$ cat config.mk
export PLATFORM = sky130hd
export DESIGN_NAME = ascon_aead_seq
export DESIGN_NICKNAME = d
export VERILOG_FILES = /design/src/rtl/ascon_ctrl_pkg.sv /design/src/rtl/ascon_rnd_cnt.sv /design/src/rtl/ascon_aead_seq.sv
export SDC_FILE = /design/constraint.sdc
export NUM_CORES = 1
export LEC_CHECK = 0
export CORE_MARGIN = 4
export CORE_UTILIZATION = 45
export CTS_CLUSTER_SIZE = 30
export DETAILED_ROUTE_END_ITERATION = 7
export HOLD_SLACK_MARGIN = 0.15
export PLACE_DENSITY = 0.69
export SLEW_MARGIN = 20
export SYNTH_ARGS = -nofsm -noshare
export SYNTH_HDL_FRONTEND = slang
export SYNTH_SLANG_ARGS = --single-unit
export TNS_END_PERCENT = 20
$ cat constraint.sdc
create_clock -name CLK -period 3.5 [get_ports CLK]
set_input_delay 0.7 -clock CLK [delete_from_list [all_inputs] [get_ports CLK]]
set_output_delay 0.7 -clock CLK [all_outputs]
set_load 0.01 [all_outputs]
$ cat src/rtl/ascon_ctrl_pkg.sv
// ascon_ctrl_pkg: FSM state enum, dp_op codes and round-index constants for the Ascon-128 AEAD sequencer
package ascon_ctrl_pkg;
   typedef enum logic [3:0] {
      S_IDLE, S_INIT_LOAD, S_INIT_PERM, S_INIT_KEY, S_AD_WAIT, S_AD_PERM, S_DSEP,
      S_PT_WAIT, S_PT_OUT, S_PT_PERM, S_FIN_KEY, S_FIN_PERM, S_FIN_TAG, S_TAG_OUT
   } state_t;
   localparam logic [3:0] OP_NOP     = 4'd0;
   localparam logic [3:0] OP_LOAD_IV = 4'd1;
   localparam logic [3:0] OP_XOR_KEY = 4'd2;
   localparam logic [3:0] OP_ABSORB  = 4'd3;
   localparam logic [3:0] OP_DSEP    = 4'd4;
   localparam logic [3:0] OP_ENC     = 4'd5;
   localparam logic [3:0] OP_FIN_KEY = 4'd6;
   localparam logic [3:0] OP_TAG     = 4'd7;
   localparam logic [3:0] OP_DEC     = 4'd8;
   localparam logic [3:0] RND_IDX_PA0 = 4'd0;
   localparam logic [3:0] RND_IDX_PB0 = 4'd6;
   function automatic logic is_perm(state_t s);
      return s inside {S_INIT_PERM, S_AD_PERM, S_PT_PERM, S_FIN_PERM};
   endfunction
endpackage

$ cat src/rtl/ascon_rnd_cnt.sv
// ascon_rnd_cnt: loadable permutation round counter
// Ports: clk/rst_n (async active-low); load with ld_idx (first round index) and ld_len (round count);
//        en advances one round; idx is the current round index; last_rnd flags the final round.
module ascon_rnd_cnt (
   input  logic       clk,
   input  logic       rst_n,
   input  logic       load,
   input  logic       en,
   input  logic [3:0] ld_idx,
   input  logic [3:0] ld_len,
   output logic [3:0] idx,
   output logic       last_rnd
);
   logic [3:0] rem;
   always_ff @(posedge clk or negedge rst_n)
      if (!rst_n) begin
         idx <= '0;
         rem <= '0;
      end else if (load) begin
         idx <= ld_idx;
         rem <= ld_len - 4'd1;
      end else if (en) begin
         idx <= idx + 4'd1;
         rem <= rem - 4'd1;
      end
   assign last_rnd = rem == 4'd0;
endmodule

$ cat src/rtl/ascon_aead_seq.sv
// ascon_aead_seq: control sequencer driving a one-round-per-cycle Ascon-128 AEAD permutation datapath
// Ports: CLK, RST_N (async active-low); start with n_ad/n_pt block counts (latched);
//        in_valid/in_ready AD/PT block stream; out_valid/out_ready/out_is_tag ciphertext/tag stream;
//        dp_op/dp_we datapath op strobe; rnd_en/rnd_idx round control; busy, done status.
// Optional: ASCON_DECRYPT_EN adds input dec (latched on start) selecting DEC instead of ENC.
module ascon_aead_seq
   import ascon_ctrl_pkg::*;
#(
   parameter int A_ROUNDS = 12,
   parameter int B_ROUNDS = 6,
   parameter int CNT_W    = 4
) (
   input  logic             CLK,
   input  logic             RST_N,
`ifdef ASCON_DECRYPT_EN
   input  logic             dec,
`endif
   input  logic             start,
   input  logic [CNT_W-1:0] n_ad,
   input  logic [CNT_W-1:0] n_pt,
   input  logic             in_valid,
   output logic             in_ready,
   output logic             out_valid,
   input  logic             out_ready,
   output logic             out_is_tag,
   output logic [3:0]       dp_op,
   output logic             dp_we,
   output logic             rnd_en,
   output logic [3:0]       rnd_idx,
   output logic             busy,
   output logic             done
);
   state_t state, state_n;
   logic [CNT_W-1:0] ad_cnt, pt_cnt;
   logic [3:0] op_s, idx;
   logic last_rnd, rc_load, rc_pb, dec_q;
   always_ff @(posedge CLK or negedge RST_N)
      if (!RST_N) begin
         state  <= S_IDLE;
         ad_cnt <= '0;
         pt_cnt <= '0;
         done   <= 1'b0;
      end else begin
         state <= state_n;
         done  <= state == S_TAG_OUT && out_ready;
         if (state == S_IDLE && start) begin
            ad_cnt <= n_ad;
            pt_cnt <= n_pt == '0 ? CNT_W'(1) : n_pt;
         end
         if (state == S_AD_WAIT && in_valid) ad_cnt <= ad_cnt - CNT_W'(1);
         if (state == S_PT_OUT && out_ready) pt_cnt <= pt_cnt - CNT_W'(1);
      end
`ifdef ASCON_DECRYPT_EN
   always_ff @(posedge CLK or negedge RST_N)
      if (!RST_N) dec_q <= 1'b0;
      else if (state == S_IDLE && start) dec_q <= dec;
`else
   assign dec_q = 1'b0;
`endif
   always_comb begin
      state_n = state;
      case (state)
         S_IDLE:      state_n = start ? S_INIT_LOAD : S_IDLE;
         S_INIT_LOAD: state_n = S_INIT_PERM;
         S_INIT_PERM: state_n = last_rnd ? S_INIT_KEY : S_INIT_PERM;
         S_INIT_KEY:  state_n = ad_cnt == '0 ? S_DSEP : S_AD_WAIT;
         S_AD_WAIT:   state_n = in_valid ? S_AD_PERM : S_AD_WAIT;
         S_AD_PERM:   state_n = !last_rnd ? S_AD_PERM : ad_cnt != '0 ? S_AD_WAIT : S_DSEP;
         S_DSEP:      state_n = S_PT_WAIT;
         S_PT_WAIT:   state_n = in_valid ? S_PT_OUT : S_PT_WAIT;
         // the final PT block skips p^b and goes straight to finalization
         S_PT_OUT:    state_n = !out_ready ? S_PT_OUT : pt_cnt == CNT_W'(1) ? S_FIN_KEY : S_PT_PERM;
         S_PT_PERM:   state_n = last_rnd ? S_PT_WAIT : S_PT_PERM;
         S_FIN_KEY:   state_n = S_FIN_PERM;
         S_FIN_PERM:  state_n = last_rnd ? S_FIN_TAG : S_FIN_PERM;
         S_FIN_TAG:   state_n = S_TAG_OUT;
         S_TAG_OUT:   state_n = out_ready ? S_IDLE : S_TAG_OUT;
         default:     state_n = S_IDLE;
      endcase
   end
   // load the round counter in the cycle that enters a permutation burst
   assign rc_load = is_perm(state_n) && !rnd_en;
   assign rc_pb   = state_n inside {S_AD_PERM, S_PT_PERM};
   ascon_rnd_cnt u_rnd (
      .clk      (CLK),
      .rst_n    (RST_N),
      .load     (rc_load),
      .en       (rnd_en),
      .ld_idx   (rc_pb ? 4'(12 - B_ROUNDS) : 4'(12 - A_ROUNDS)),
      .ld_len   (rc_pb ? 4'(B_ROUNDS) : 4'(A_ROUNDS)),
      .idx      (idx),
      .last_rnd (last_rnd)
   );
   assign op_s = state == S_INIT_LOAD ? OP_LOAD_IV :
                 state == S_INIT_KEY  ? OP_XOR_KEY :
                 state == S_AD_WAIT   ? OP_ABSORB  :
                 state == S_DSEP      ? OP_DSEP    :
                 state == S_PT_WAIT   ? (dec_q ? OP_DEC : OP_ENC) :
                 state == S_FIN_KEY   ? OP_FIN_KEY :
                 state == S_FIN_TAG   ? OP_TAG     : OP_NOP;
   assign in_ready   = state inside {S_AD_WAIT, S_PT_WAIT};
   assign out_valid  = state inside {S_PT_OUT, S_TAG_OUT};
   assign out_is_tag = state == S_TAG_OUT;
   // wait-state ops apply only on the input handshake
   assign dp_we      = in_ready ? in_valid : op_s != OP_NOP;
   assign dp_op      = dp_we ? op_s : OP_NOP;
   assign rnd_en     = is_perm(state);
   assign rnd_idx    = rnd_en ? idx : 4'd0;
   assign busy       = state != S_IDLE;
endmodule

==> reports/results.ini, run 1 <==
[outcome]
status=finished clean

[cts]
insertion_delay_ns=0.26
clockBufferDepth=2
htreeDepth=1
cts_resized=0
post_cts_buffers=0
cts_buffers=3
clkTransAtPathRegs_ns=0.08
ctsHoldBuffers=0
cts.sinks=21
cts-root-buf=clkbuf_8
cts_tree=built

[timing]
fin_crit_ns=3.19
timing.hold.ws_ns=0.385
timing.final.crit_share_pct=91.1
tns_ns=0
maxSlewHeadroom_pct=56.0
clock_skew_ns=0.00330
slew_violations=0
tightest_slew_ns=0.655
hold_viol=0
final-setup-viol-count=0
rsz0062_at_grt=no
fmax_ghz=0.314

[grt]
grt_first_pass_wirelength_um=7070
grt_pass1_vias=1525
grt_overflow=0
grt_usage_pct=17.2
grt_max_degree=22
antenna_found_initial=0

[logic_synthesis]
synth.largest_area_cell=dfrtp_1
syn_area_per_cell_sq_um=8.76
yosys_warnings=0
synth_top_family_by_area=simple AND/OR/NAND/NOR gates
syn-instance-count=197
synth.ff_latch_count=21
synthArstFlopShare_pct=100
synthesis.nets=216
synth.distinct_cells=62
synth_edf_count=0
yosys.area_share.simple_pct=26.8
ys_top_cells_by_area=dfrtp_1 (30%), ha_1 (4.3%), a21oi_1 (3.5%)
synth_adder_area_share_pct=4.35
synth_compound_area_share_pct=23.6
synthFlopType=dfrtp_1
synth_top_area_share_pct=30.4
synthXorXnorAreaFrac_pct=0.507
syn_area_sq_mm=0.00173
synthMuxAreaShare_pct=4.49
yosysSeqAreaShare_pct=30.4

[die]
initial_core_util_pct=46.8
die_x_um=69.9
core-area_sq_mm=0.00369
rows=22
die_y_um=69.9
io_pins=28
die_area_sq_mm=0.00489

[power_and_ir_drop]
power_frac_seq_pct=25.4
cellLeakagePower_uw=0.000827
p_sw_uw=900
power_frac_comb_pct=66.2
p_per_area_mw_per_mm2=968
p_clk_share_pct=8.4
finalPower_uw=1950
swShare_pct=46.3
internal-power_uw=1050
ir_drop_v=0.000511

[setup_path]
regToRegSetupSlack_ns=0.77
cp-start-kind=input port
required_ns=2.80
timing.rr.start=state[3]$_DFF_PN0_
crit_arrival_ns=2.49
r2r_cells=10
cp_max_fo=10
cp-end-kind=output pin
crit_type=input port to output pin
r2r-end=u_rnd.rem[2]$_DFFE_PN0P_

[drt]
drtIter0Drc=128
avgRoutedWirePerCell_um=14.6
avgViaCountPerCell=5.68
detail-route-antenna-nets=0
vias=1522
dr.pass1.iters=4
drt_wl_total_um=3910
drc=0

[run]
cap_viol_max_count=0

[cells_and_area]
diodes=0
final_cell_mix=clkdlybuf4s50_1 (25), dfrtp_1 (21), nor2_1 (15), inv_1 (14), a21oi_1 (12)
area_growth_pct=16.4
final_common_cell=clkdlybuf4s50_1
nets=240
stdcell_count=268
drive_gt1_share_pct=14.5
n_fill_cell=346

[placed_design]
gp_congestion=0.828
portBuffers=26
placed_cells=264
hpwl_um=2910

[worst_hold_path]
hp-class=input port to async pin

logic make-up (layout without fill, tap and decap cells):
family                   after synthesis  after routing
AND/OR/NAND/NOR                       79             79
AO/OA/AOI/OAI                         56             56
buffers and inverters                 26             49
flip-flops                            21             21
multiplexers                           7              7
adder cells (fa/ha/maj)                6              6
other                                  1              1
XOR/XNOR                               1              1
power groups by stage:
| stage | combinational (uW) | clock, uW | sequential (uW) |
|---|---|---|---|
| floorplan | 1030 | 0 | 439 |
| global placement | 1290 | 0 | 492 |
| detailed placement | 1290 | 0 | 494 |
| CTS | 1300 | 169 | 489 |
| global route | 1440 | 181 | 513 |
| finish | 1290 | 163 | 494 |
cell type report:
type | count | area [sq um] | share of cell area, %
sequential | 21 | 526 | 26.2
clock inverter | 1 | 5.00 | 0.249
inverter | 15 | 56.3 | 2.80
timing repair buffer | 30 | 285 | 14.2
multi-input combinational | 150 | 1040 | 51.6
clock buffer | 3 | 41.3 | 2.05
tap | 48 | 60.1 | 2.99
flip-flops by register name, summed over array words and instances, names as in the netlist:
register and cells:
done 1, state 4, pt_cnt 4, u_rnd.idx 4
ad_cnt 4, u_rnd.rem 4
metrics by stage:
stage / utilization (%) / instance area (sq um) / setup WS [ns]
final: 54.5 / 2010 / 0.312
after global placement: 53.4 / 1970 / 0.250
after detailed placement: 53.4 / 1970 / 0.180
after floorplan: - / 1730 / 0.847
after CTS: 54.6 / 2010 / 0.318
after global routing: 54.5 / 2010 / 0.147
worst max-delay path by stage:
stage / cells past startpoint / start / endpoint
floorplan: 11 / in_valid / u_rnd.rem[2]$_DFFE_PN0P_
global placement: 11 / in_valid / u_rnd.rem[2]$_DFFE_PN0P_
detailed placement: 11 / in_valid / u_rnd.rem[2]$_DFFE_PN0P_
CTS: 5 / in_valid / dp_op[0]
global route: 5 / in_valid / dp_op[0]
finish: 5 / in_valid / dp_op[0]
cell usage after synthesis (4+ instances only):
master,instances
a21oi_1,12
a31oi_1,4
and2b_2,4
buf_4,4
dfrtp_1,21
ha_1,6
inv_1,14
nand2_1,10
nand2b_1,5
nand3_1,11
nor2_1,15
nor2b_1,5
nor3_1,7
o21ai_0,7
worst max-delay path, stage by stage:
cell             delay [ns]
clkdlybuf4s50_1        0.69
nand2_1                0.14
mux2_2                 0.28
o21ai_0                0.13
clkdlybuf4s50_1        0.55
metal layers:
layer  GRT usage (%)  routed length (um)
met5               0                   0
met4            3.19                  21
met3            4.17                 167
met2            27.8                1820
met1            23.5                1900
Note: power is estimated with default switching activity, not from simulation.
==> run 2, diff against run 1 <==
--- a/config.mk
+++ b/config.mk
@@ -10,7 +10,7 @@
 export CTS_CLUSTER_SIZE = 30
 export DETAILED_ROUTE_END_ITERATION = 7
 export HOLD_SLACK_MARGIN = 0.15
-export PLACE_DENSITY = 0.69
+export PLACE_DENSITY = 0.79
 export SLEW_MARGIN = 20
 export SYNTH_ARGS = -nofsm -noshare
 export SYNTH_HDL_FRONTEND = slang
==> run 2 against run 1 <==
  * Fmax increased by 0.22%
  * Non-clock buffer count unchanged
  * Worst hold slack improved by 0.0029 ns
  * Sequential cell count unchanged
  * Sequential power about the same
  * Global-route usage decreased by 1.0 points
  * Largest power group unchanged
==> reports/results.ini, run 2 (synthesis gave the netlist of run 1 again) <==
[drt]
dr.pass1.iters=4  ; unchanged
avgViaCountPerCell=5.75  ; was 5.68
drtIter0Drc=117  ; was 128
drc=0  ; unchanged
drt_wl_total_um=3880  ; was 3910 um
vias=1541  ; was 1,522
detail-route-antenna-nets=0  ; unchanged
avgRoutedWirePerCell_um=14.5  ; was 14.6 um

[power_and_ir_drop]
cellLeakagePower_uw=0.000827  ; unchanged
ir_drop_v=0.000549  ; was 0.000511 V
p_per_area_mw_per_mm2=967  ; was 968 mW/mm^2

[setup_path]
regToRegSetupSlack_ns=0.77  ; about the same
cp-startpoint=in_valid  ; unchanged
timing.rr.start=u_rnd.rem[1]$_DFFE_PN0P_  ; was state[3]$_DFF_PN0_
r2r_cells=10  ; unchanged
cp-end-kind=output pin  ; unchanged
crit_top_cell=clkdlybuf4s50_1  ; unchanged
crit_type=input port to output pin  ; unchanged
cpPeakStageDelay_ns=0.68  ; was 0.69 ns
crit_path_top_delay_cell=clkdlybuf4s50_1  ; unchanged
crit_arrival_ns=2.48  ; was 2.49 ns
cp_max_fo=10  ; unchanged
crit_chain=clkdlybuf4s50_1, nand2_1, mux2_2, o21ai_0, clkdlybuf4s50_1  ; unchanged
cpLargestDelayFamily=buffers and inverters  ; unchanged
r2r-end=u_rnd.rem[2]$_DFFE_PN0P_  ; unchanged
path_buf_inv=2  ; unchanged
cp-start-kind=input port  ; unchanged
required_ns=2.80  ; about the same

[grt]
grt_pass1_vias=1458  ; was 1,525
grt_first_pass_wirelength_um=6670  ; was 7070 um
antenna_found_initial=0  ; unchanged
grt_max_degree=22  ; unchanged
grt_overflow=0  ; unchanged
grt_usage_pct=16.2  ; was 17.2%

[cts]
cts_tree=built  ; unchanged
cts_resized=0  ; unchanged
cts.sinks=21  ; unchanged
cts-root-buf=clkbuf_8  ; unchanged
htreeDepth=1  ; unchanged
clkTransAtPathRegs_ns=0.08  ; about the same
post_cts_buffers=0  ; unchanged
clockBufferDepth=2  ; unchanged
insertion_delay_ns=0.26  ; about the same
ctsHoldBuffers=0  ; unchanged
cts_buffers=3  ; unchanged

[timing]
timing.final.crit_share_pct=90.9  ; was 91.1%
clock_skew_ns=0.00167  ; was 0.00330 ns
rsz0062_at_grt=no  ; unchanged
hold_viol=0  ; unchanged
tns_ns=0  ; unchanged
fin_crit_ns=3.18  ; was 3.19 ns
final-setup-viol-count=0  ; unchanged
slew_violations=0  ; unchanged
maxSlewHeadroom_pct=53.7  ; was 56.0%
fmax_ghz=0.314  ; about the same
fin_ws_ns=0.319  ; was 0.312 ns
tightest_slew_ns=0.689  ; was 0.655 ns

[run]
cap_viol_max_count=0  ; unchanged

[cells_and_area]
area_growth_pct=16.4  ; unchanged
final_common_cell=clkdlybuf4s50_1  ; unchanged
final_cell_mix=clkdlybuf4s50_1 (25), dfrtp_1 (21), nor2_1 (15), inv_1 (14), a21oi_1 (12)  ; unchanged
drive_gt1_share_pct=14.5  ; unchanged
diodes=0  ; unchanged
nets=240  ; unchanged

[die]
die_y_um=69.9  ; unchanged
initial_core_util_pct=46.8  ; unchanged
io_pins=28  ; unchanged
core-area_sq_mm=0.00369  ; unchanged
rows=22  ; unchanged
die_x_um=69.9  ; unchanged
die_area_sq_mm=0.00489  ; unchanged

[placed_design]
gp_congestion=0.855  ; was 0.828
portBuffers=26  ; unchanged
hpwl_um=2870  ; was 2910 um
dp_slack_ns=0.216  ; was 0.180 ns

[worst_hold_path]
hp-class=input port to async pin  ; unchanged

[outcome]
status=finished clean  ; unchanged

## run 2: cell counts in the layout (fill, tap and decap cells not counted)
Identical to the previous run, type by type.
## run 2: layer usage
metal  share of wire (%)  track usage, %  up-vias
met2                  48            26.4       57
met5                   0               0        -
li1                    -               -      759
met1                  45            21.9      719
met3                 6.4            4.32        6
met4                0.85            2.34        0
## run 2: layout make-up
cell class | instances | area (sq um)
well taps | 48 | 60.1
flip-flops and latches | 21 | 526
inverters | 15 | 56.3
repair buffers | 30 | 285
clock buffers | 3 | 41.3
fillers | 332 | 1680
multi-input cells | 150 | 1040
clock inverters | 1 | 5.00
## run 2: through the flow
stage                     power [uW]  instance area, sq um  cells  utilization (%)  hold slack (ns)
after global placement          1760                  1970    264             53.4            0.520
after floorplan                 1470                  1730    197                -            0.404
final                           1940                  2010    268             54.5            0.388
after CTS                       1950                  2010    268             54.6            0.544
after global routing            2120                  2010    268             54.5            0.431
after detailed placement        1780                  1970    264             53.4            0.530
## run 2: worst max-delay path by stage
stage / endpoint / slack, ns / cells past startpoint
after global routing: dp_op[0] / 0.19 / 5
after global placement: u_rnd.rem[2]$_DFFE_PN0P_ / 0.29 / 11
after detailed placement: u_rnd.rem[2]$_DFFE_PN0P_ / 0.22 / 11
final: dp_op[0] / 0.32 / 5
after floorplan: u_rnd.rem[2]$_DFFE_PN0P_ / 0.85 / 11
after CTS: dp_op[0] / 0.34 / 5
## run 2: power by group
group          leakage, uW  internal [uW]  switching (uW)
registers         0.000250            355             138
clock network    0.0000255           79.3            79.5
logic             0.000552            611             680
==> run 3, diff against run 2 <==
--- a/config.mk
+++ b/config.mk
@@ -7,11 +7,10 @@
 export LEC_CHECK = 0
 export CORE_MARGIN = 4
 export CORE_UTILIZATION = 45
-export CTS_CLUSTER_SIZE = 30
+export CTS_CLUSTER_SIZE = 25
 export DETAILED_ROUTE_END_ITERATION = 7
 export HOLD_SLACK_MARGIN = 0.15
 export PLACE_DENSITY = 0.79
-export SLEW_MARGIN = 20
 export SYNTH_ARGS = -nofsm -noshare
 export SYNTH_HDL_FRONTEND = slang
 export SYNTH_SLANG_ARGS = --single-unit
==> run 3 against run 2 <==
  * Utilization increased by 0.14 points
  * Combinational power about the same
  * Clock-buffer cell count unchanged
  * Via count decreased by 0.26%
  * Routed wire length unchanged
  * Clock skew about the same
  * Highest routed layer unchanged
  * Setup slack improved by 0.0012 ns
  * Sequential power about the same
  * Design area increased by 0.25%
==> reports/results.ini, run 3 (synthesis gave the netlist of run 1 again) <==
[outcome]
status=finished clean  ; unchanged

[drt]
vias=1537  ; was 1,541
drc=0  ; unchanged
drt_wl_total_um=3880  ; unchanged
avgRoutedWirePerCell_um=14.5  ; unchanged
avgViaCountPerCell=5.74  ; was 5.75
detail-route-antenna-nets=0  ; unchanged
dr.pass1.iters=4  ; unchanged
drtIter0Drc=117  ; unchanged

[die]
die_x_um=69.9  ; unchanged
die_y_um=69.9  ; unchanged
die_area_sq_mm=0.00489  ; unchanged
rows=22  ; unchanged
core-area_sq_mm=0.00369  ; unchanged
io_pins=28  ; unchanged
initial_core_util_pct=46.8  ; unchanged

[placed_design]
gp_congestion=0.855  ; unchanged
dpl_cell_area_sq_mm=0.00197  ; unchanged
hpwl_um=2870  ; unchanged
portBuffers=26  ; unchanged
dp_slack_ns=0.216  ; unchanged

[power_and_ir_drop]
swShare_pct=46.2  ; about the same
p_clk_share_pct=8.2  ; about the same
p_per_area_mw_per_mm2=965  ; was 967 mW/mm^2
finalPower_uw=1940  ; about the same
cellLeakagePower_uw=0.000827  ; about the same
internal-power_uw=1050  ; about the same
p_sw_uw=897  ; about the same
power_frac_seq_pct=25.4  ; about the same
power_frac_comb_pct=66.4  ; about the same
ir_drop_v=0.000549  ; about the same

[timing]
final-setup-viol-count=0  ; unchanged
clock_skew_ns=0.00166  ; was 0.00167 ns
tightest_slew_ns=0.956  ; was 0.689 ns
tns_ns=0  ; unchanged
timing.final.crit_share_pct=90.9  ; about the same
fmax_ghz=0.314  ; about the same
slew_violations=0  ; unchanged
maxSlewHeadroom_pct=36.1  ; was 53.7%
fin_ws_ns=0.320  ; was 0.319 ns
hold_viol=0  ; unchanged
timing.hold.ws_ns=0.539  ; was 0.388 ns
rsz0062_at_grt=no  ; unchanged
fin_crit_ns=3.18  ; about the same

[cts]
cts_buffers=3  ; unchanged
insertion_delay_ns=0.26  ; about the same
ctsHoldBuffers=0  ; unchanged
cts.sinks=21  ; unchanged
clkTransAtPathRegs_ns=0.08  ; about the same
clockBufferDepth=2  ; unchanged
htreeDepth=1  ; unchanged
cts_tree=built  ; unchanged
cts_resized=0  ; unchanged
post_cts_buffers=0  ; unchanged
cts-root-buf=clkbuf_8  ; unchanged

[cells_and_area]
seqCellArea_sq_um=526  ; unchanged
multiInputGateArea_sq_mm=0.00104  ; unchanged
final_common_cell=clkdlybuf4s50_1  ; unchanged
diodes=0  ; unchanged
drive_gt1_share_pct=14.1  ; was 14.5%
n_fill_cell=331  ; was 332
area_growth_pct=16.7  ; was 16.4%
final_area_sq_mm=0.00201  ; about the same
nets=240  ; unchanged
final_cell_mix=clkdlybuf4s50_1 (26), dfrtp_1 (21), nor2_1 (15), inv_1 (14), a21oi_1 (12)  ; was clkdlybuf4s50_1 (25), dfrtp_1 (21), nor2_1 (15), inv_1 (14), a21oi_1 (12)

[run]
cap_viol_max_count=0  ; unchanged

[setup_path]
cp-start-kind=input port  ; unchanged
crit_arrival_ns=2.48  ; about the same
cp_max_fo=10  ; unchanged
crit_type=input port to output pin  ; unchanged
cp-end-kind=output pin  ; unchanged
required_ns=2.80  ; about the same

[worst_hold_path]
hp-class=flip-flop to flip-flop  ; was input port to async pin

[grt]
grt_first_pass_wirelength_um=6670  ; unchanged
grt_max_degree=22  ; unchanged
grt_overflow=0  ; unchanged
grt_usage_pct=16.2  ; unchanged
antenna_found_initial=0  ; unchanged
grt_pass1_vias=1458  ; unchanged

-- run 3: cell types whose count changed in the layout (fill, tap and decap cells not counted), sizes merged --
cell and delta:
buf -1, clkdlybuf4s50 +1
-- run 3: final timing paths --
check / start / endpoint / slack [ns] / cells past startpoint
setup / recovery: in_valid / dp_op[0] / 0.32 / 5
hold / removal: pt_cnt[0]$_DFFE_PN0P_ / pt_cnt[0]$_DFFE_PN0P_ / 0.54 / 1
setup reg to reg: u_rnd.rem[1]$_DFFE_PN0P_ / u_rnd.rem[2]$_DFFE_PN0P_ / 0.77 / 10
hold reg to reg: pt_cnt[0]$_DFFE_PN0P_ / pt_cnt[0]$_DFFE_PN0P_ / 0.54 / 1
max in group asynchronous: RST_N / u_rnd.rem[1]$_DFFE_PN0P_ / 1.95 / 1
min in group asynchronous: RST_N / done$_DFF_PN0_ / 0.97 / 1
-- run 3: per-stage QoR --
step	std cells	util (%)
2_1_floorplan	197	-
3_3_place_gp	264	53.4
5_1_grt	268	54.6
6_report	268	54.6
4_1_cts	268	54.6
3_5_place_dp	264	53.4
-- run 3: area by class of cell --
type                       instances  area share, %
clock buffer                       3           2.05
timing repair buffer              30           14.4
clock inverter                     1          0.248
multi-input combinational        150           51.4
inverter                          15           2.80
tap                               48           2.98
sequential                        21           26.1
-- run 3: critical path, stage by stage --
cell             delay [ns]
clkdlybuf4s50_1        0.68
nand2_1                0.14
mux2_2                 0.27
o21ai_0                0.13
clkdlybuf4s50_1        0.56
-- run 3: power groups by stage --
stage	Sequential [uW]	Clock, uW	Combinational [uW]
after floorplan	439	0	1030
after global placement	496	0	1270
after detailed placement	494	0	1290
after CTS	491	164	1290
after global routing	513	176	1430
final	493	159	1290
-- run 3: per-layer routing --
layer,up-vias,track usage (%),routed length [um]
li1,759,-,-
met1,716,21.9,1730
met2,56,26.4,1860
met3,6,4.32,252
met4,0,2.34,33
met5,-,0,0
